## config.mk

```make
export PLATFORM = sky130hd
export DESIGN_NAME = game_vga_timing
export DESIGN_NICKNAME = d
export VERILOG_FILES = /design/src/rtl/game_vga_timing.sv
export SDC_FILE = /design/constraint.sdc
export NUM_CORES = 1
export LEC_CHECK = 0
export BUFFER_PORTS_ARGS = -buffer_cell sky130_fd_sc_hd__buf_4
export CAP_MARGIN = 20
export CORE_UTILIZATION = 51
export CTS_BUF_LIST = sky130_fd_sc_hd__clkbuf_8
export CTS_CLUSTER_DIAMETER = 60
export CTS_CLUSTER_SIZE = 14
export DETAILED_ROUTE_END_ITERATION = 10
export HOLD_SLACK_MARGIN = 0.06
export PLACE_DENSITY = 0.77
export SYNTH_ARGS = -nofsm -noshare
export SYNTH_HDL_FRONTEND = slang
export SYNTH_SLANG_ARGS = --single-unit
```

## constraint.sdc

```tcl
create_clock -name clk -period 2.45 [get_ports clk]
set_clock_uncertainty 0.2 [all_clocks]
set_input_delay 0.49 -clock clk [delete_from_list [all_inputs] [get_ports clk]]
set_output_delay 0.49 -clock clk [all_outputs]
set_load 0.01 [all_outputs]
```

## src/rtl/game_vga_timing.sv

```systemverilog
// game_vga_timing: raster timing generator (pixel strobe, h/v counters, syncs, line/frame pulses).
// Latency: all outputs registered from next-state counter values, aligned with pixel_x/pixel_y
//   (GAME_VGA_TIMING_SYNC_DELAY_EN adds one clk to hsync/vsync/display_on only).
// Backpressure: none; free-running producer, consumers qualify on pixel_en.
module game_vga_timing #(
  parameter int CLK_DIV   = 2,
  parameter int H_DISPLAY = 640,
  parameter int H_FRONT   = 16,
  parameter int H_SYNC    = 96,
  parameter int H_BACK    = 48,
  parameter int V_DISPLAY = 480,
  parameter int V_FRONT   = 10,
  parameter int V_SYNC    = 2,
  parameter int V_BACK    = 33,
  parameter int X_WIDTH   = 10,
  parameter int Y_WIDTH   = 10
) (
  input  logic               clk,
  input  logic               reset,
  output logic               pixel_en,
  output logic [X_WIDTH-1:0] pixel_x,
  output logic [Y_WIDTH-1:0] pixel_y,
  output logic               display_on,
  output logic               hsync,
  output logic               vsync,
  output logic               line_start,
  output logic               frame_start
);

  localparam int H_TOTAL = H_DISPLAY + H_FRONT + H_SYNC + H_BACK;
  localparam int V_TOTAL = V_DISPLAY + V_FRONT + V_SYNC + V_BACK;
  localparam int DIV_W   = (CLK_DIV > 1) ? $clog2(CLK_DIV) : 1;
  localparam int XW1     = X_WIDTH + 1;
  localparam int YW1     = Y_WIDTH + 1;

  localparam logic [DIV_W-1:0]   DIV_LAST   = DIV_W'(CLK_DIV - 1);
  localparam logic [X_WIDTH-1:0] X_LAST     = X_WIDTH'(H_TOTAL - 1);
  localparam logic [Y_WIDTH-1:0] Y_LAST     = Y_WIDTH'(V_TOTAL - 1);
  // Compare constants are one bit wider than the counters so no bound truncates.
  localparam logic [XW1-1:0]     X_DISP     = XW1'(H_DISPLAY);
  localparam logic [XW1-1:0]     X_SYNC_BEG = XW1'(H_DISPLAY + H_FRONT);
  localparam logic [XW1-1:0]     X_SYNC_END = XW1'(H_DISPLAY + H_FRONT + H_SYNC);
  localparam logic [YW1-1:0]     Y_DISP     = YW1'(V_DISPLAY);
  localparam logic [YW1-1:0]     Y_SYNC_BEG = YW1'(V_DISPLAY + V_FRONT);
  localparam logic [YW1-1:0]     Y_SYNC_END = YW1'(V_DISPLAY + V_FRONT + V_SYNC);

  logic [DIV_W-1:0]   div_q, div_d;
  logic [X_WIDTH-1:0] x_q, x_d;
  logic [Y_WIDTH-1:0] y_q, y_d;
  logic [XW1-1:0]     x_ext;
  logic [YW1-1:0]     y_ext;
  logic               adv;
  logic               en_q, en_d;
  logic               disp_q, disp_d;
  logic               hs_q, hs_d;
  logic               vs_q, vs_d;
  logic               ls_q, ls_d;
  logic               fs_q, fs_d;

  // Next-state counters and every output derived from the next-state coordinate,
  // so registered outputs land on the same edge as the counters.
  always_comb begin
    adv   = (div_q == DIV_LAST);
    div_d = adv ? '0 : div_q + 1'b1;
    x_d   = x_q;
    y_d   = y_q;
    if (adv) begin
      if (x_q == X_LAST) begin
        x_d = '0;
        y_d = (y_q == Y_LAST) ? '0 : y_q + 1'b1;
      end else begin
        x_d = x_q + 1'b1;
      end
    end
    x_ext  = {1'b0, x_d};
    y_ext  = {1'b0, y_d};
    en_d   = adv;
    disp_d = (x_ext < X_DISP) && (y_ext < Y_DISP);
    hs_d   = !((x_ext >= X_SYNC_BEG) && (x_ext < X_SYNC_END));
    vs_d   = !((y_ext >= Y_SYNC_BEG) && (y_ext < Y_SYNC_END));
    ls_d   = adv && (x_d == '0);
    fs_d   = ls_d && (y_d == '0);
  end

  // Counter and output registers; reset parks the raster on the last pixel so
  // the first advance lands on (0, 0).
  always_ff @(posedge clk or posedge reset) begin
    if (reset) begin
      div_q  <= DIV_LAST;
      x_q    <= X_LAST;
      y_q    <= Y_LAST;
      en_q   <= 1'b0;
      disp_q <= 1'b0;
      hs_q   <= 1'b1;
      vs_q   <= 1'b1;
      ls_q   <= 1'b0;
      fs_q   <= 1'b0;
    end else begin
      div_q  <= div_d;
      x_q    <= x_d;
      y_q    <= y_d;
      en_q   <= en_d;
      disp_q <= disp_d;
      hs_q   <= hs_d;
      vs_q   <= vs_d;
      ls_q   <= ls_d;
      fs_q   <= fs_d;
    end
  end

  assign pixel_en    = en_q;
  assign pixel_x     = x_q;
  assign pixel_y     = y_q;
  assign line_start  = ls_q;
  assign frame_start = fs_q;

`ifdef GAME_VGA_TIMING_SYNC_DELAY_EN
  logic disp_dq, hs_dq, vs_dq;

  // Extra stage lines syncs/blanking up with the registered rgb of the sprite stage.
  always_ff @(posedge clk or posedge reset) begin
    if (reset) begin
      disp_dq <= 1'b0;
      hs_dq   <= 1'b1;
      vs_dq   <= 1'b1;
    end else begin
      disp_dq <= disp_q;
      hs_dq   <= hs_q;
      vs_dq   <= vs_q;
    end
  end

  assign display_on = disp_dq;
  assign hsync      = hs_dq;
  assign vsync      = vs_dq;
`else
  assign display_on = disp_q;
  assign hsync      = hs_q;
  assign vsync      = vs_q;
`endif

endmodule
```

==> metrics <==
Iter 0 DRT Violations=71; Arrival @ worst endpoint=2.53 ns; Final Setup Violations=2; Cells after DPL=230; met2 Use GR=40.4%; LEAKAGE=0.934 nW; Avg Vias per Cell=5.84; via count=1,373; Post-Synth Simple-Gate Area=28.6%; Post-DP HPWL=2670 µm; WP buf/inv=0; boundary pin count=28; most frequent cells in the layout=buf_4, inv_1, dfrtp_1; worst vdd ir=350 µV; setup TNS=-0.0984 ns; Slew Limit Fails=0; first-pass GRT wire length=6350 µm; DRC=0; post-synthesis adder-cell area fraction=2.56%; finished layout cell area=2020 µm²; Worst-path clk slew=0.10 ns; GR Overflow Total=0; Post-Route WL=3940 µm; CP Launch Type=flip-flop; layout cells sized above 1=44.1%; number of flops mapped to enable cells by yosys=0; Root Driver=clkbuf_8; syn nets=152; Core ar.=2730 µm²; wire length per cell=16.8 µm; # port buffers=27; clk buf depth=2; Total Routing Usage GR=26.0%; mux contribution to synthesized area=0.767%; cts hold-fix bufs=0; CTS tree=built; Worst Path Required=2.44 ns; most common cell after layout, fill and taps aside=buf_4; dpl ws=-0.0620 ns; met3 usage=2.79%; Tcrit/Tclk final=104%; die width=55.6 µm; placer congestion estimate=0.867; relative slew slack=64.8%; Avg Inst Size Synth=9.98 µm²; XOR/XNOR Fraction of Synth Area=5.37%; cell chain of the critical path=nand3_1, or4_1, xor2_1, nand3b_1, or4_4, nor4_2; Post-synth top flop=dfrtp_1; library cells used by synthesis=42; Peak Freq=393 MHz; worst hold path class=in -> async; critical path peak fanout=3; crit end category=flip-flop; worst-margin pin slew=0.521 ns; Rows=19; Worst path max stage delay=0.59 ns; post-synth top area cell=dfrtp_1; final worst setup slack=-0.0939 ns; synth top area cells=dfrtp_1, dfstp_2, inv_1, nand3_1, xor2_1; Hold Fails Final Rpt=0; Final Non-Filler Cells=235; synthesis-stage register bit count=27; post-synthesis compound-gate area fraction=9.21%; Synth warnings=0; Area Overhead vs Synth=37.9%; synthesized instance count=147; post-layout util=74.1%; total CTS buffers=3; post-synth top area share=23.9%; run status=complete, but fails checks; Tmin final=2.54 ns; Worst-Skew Late Latency=0.28 ns; Crit-path slowest cell=dfstp_2; Mapped Area=1470 µm²; total number of H-tree levels=1; violated checks=negative setup slack; Pre-antenna DRT Iters=4; power consumption=0.721 mW; Post-DP Area=1910 µm²; antenna-violating nets left=0; total die area=3100 µm²; initial antenna violation count=0; largest family of logic cells by synthesized area=simple AND/OR/NAND/NOR gates; starting density of the core=53.7%; Chip Height=55.6 µm; met1 Resource Use GR=39.0%; vias in the first global route=1,327; largest net degree at the start of global routing=28; nets=210; ys async rst share=100%; family with the most delay on the worst path=simple AND/OR/NAND/NOR gates; antenna cell count=0; clock sinks=27; RSZ-0062 raised after global routing=yes; max capacitance violation total=0; global route hottest layer=met2; Crit Path Category=reg -> reg; sequential element share of the synthesized area=47.1%; PD cells=356 nW/µm²; Hold WS=0.0585 ns
where the power goes:
part	total, mW	switching [mW]	leakage, nW	internal (mW)
combinational	0.0106	0.00844	0.586	0.00218
sequential	0.447	0	0.327	0.447
clock	0.264	0.148	0.0217	0.116
area by class of cell:
type                    instances  area [µm²]
inverters                      18        67.6
flip-flops and latches         27         692
clock buffers                   3        41.3
fillers                       184         709
multi-input cells              99         753
repair buffers                 56         424
well taps                      31        38.8
clock inverters                 1        7.51
worst paths after layout:
| kind | start | slack, ns | depth (start not counted) | endpoint |
|---|---|---|---|---|
| worst min register to register | adv | 0.42 | 1 | pixel_en |
| max in group asynchronous | reset | 1.69 | 3 | pixel_x[1] |
| min in group clk | adv | 0.42 | 1 | pixel_en |
| worst min-delay path | reset | 0.06 | 3 | pixel_y[0] |
| worst max register to register | pixel_x[2] | -0.09 | 6 | frame_start |
| worst max-delay path | pixel_x[2] | -0.09 | 6 | frame_start |
kinds of logic after synthesis:
| kind of cell | after synthesis |
|---|---|
| AOI/OAI and AO/OA | 20 |
| xor gates and xnor gates | 9 |
| adders and majority gates | 3 |
| buffers and inverters | 21 |
| DFF | 27 |
| muxes | 1 |
| and+or+nand+nor | 66 |
worst reg2reg max path: cells and delay by family (launching register included):
kind	cells	cell delay, ns
AND/OR/NAND/NOR	5	1.42
XOR/XNOR	1	0.23
flip-flops	1	0.59
what timing repair did:
item | CTS | global route
pin swaps | 0 | 3
endpoints found under the setup margin | 2 | 4
gates resized for setup | 1 | 8
hold endpoints to repair | 0 | 0
buffers inserted | 0 | 1
routing by layer:
layer | share of wire (%) | vias to the layer above | wire length [µm]
met5 | 0 | - | 0
met4 | 1.3 | 0 | 51
met3 | 4.8 | 6 | 189
met2 | 48 | 64 | 1890
met1 | 46 | 667 | 1810
li1 | - | 636 | -
synth_stat cells (3+ instances only):
cell type and n:
a21oi_1 5, dfrtp_1 14, dfstp_2 13, ha_1 3, inv_1 18, nand2_1 11, nand3_1 9, nand3b_1 3
nand4_1 5, nor2_1 7, nor3_1 5, o21ai_0 8, xnor2_1 4, xor2_1 5
(Power assumes the default switching activity.)
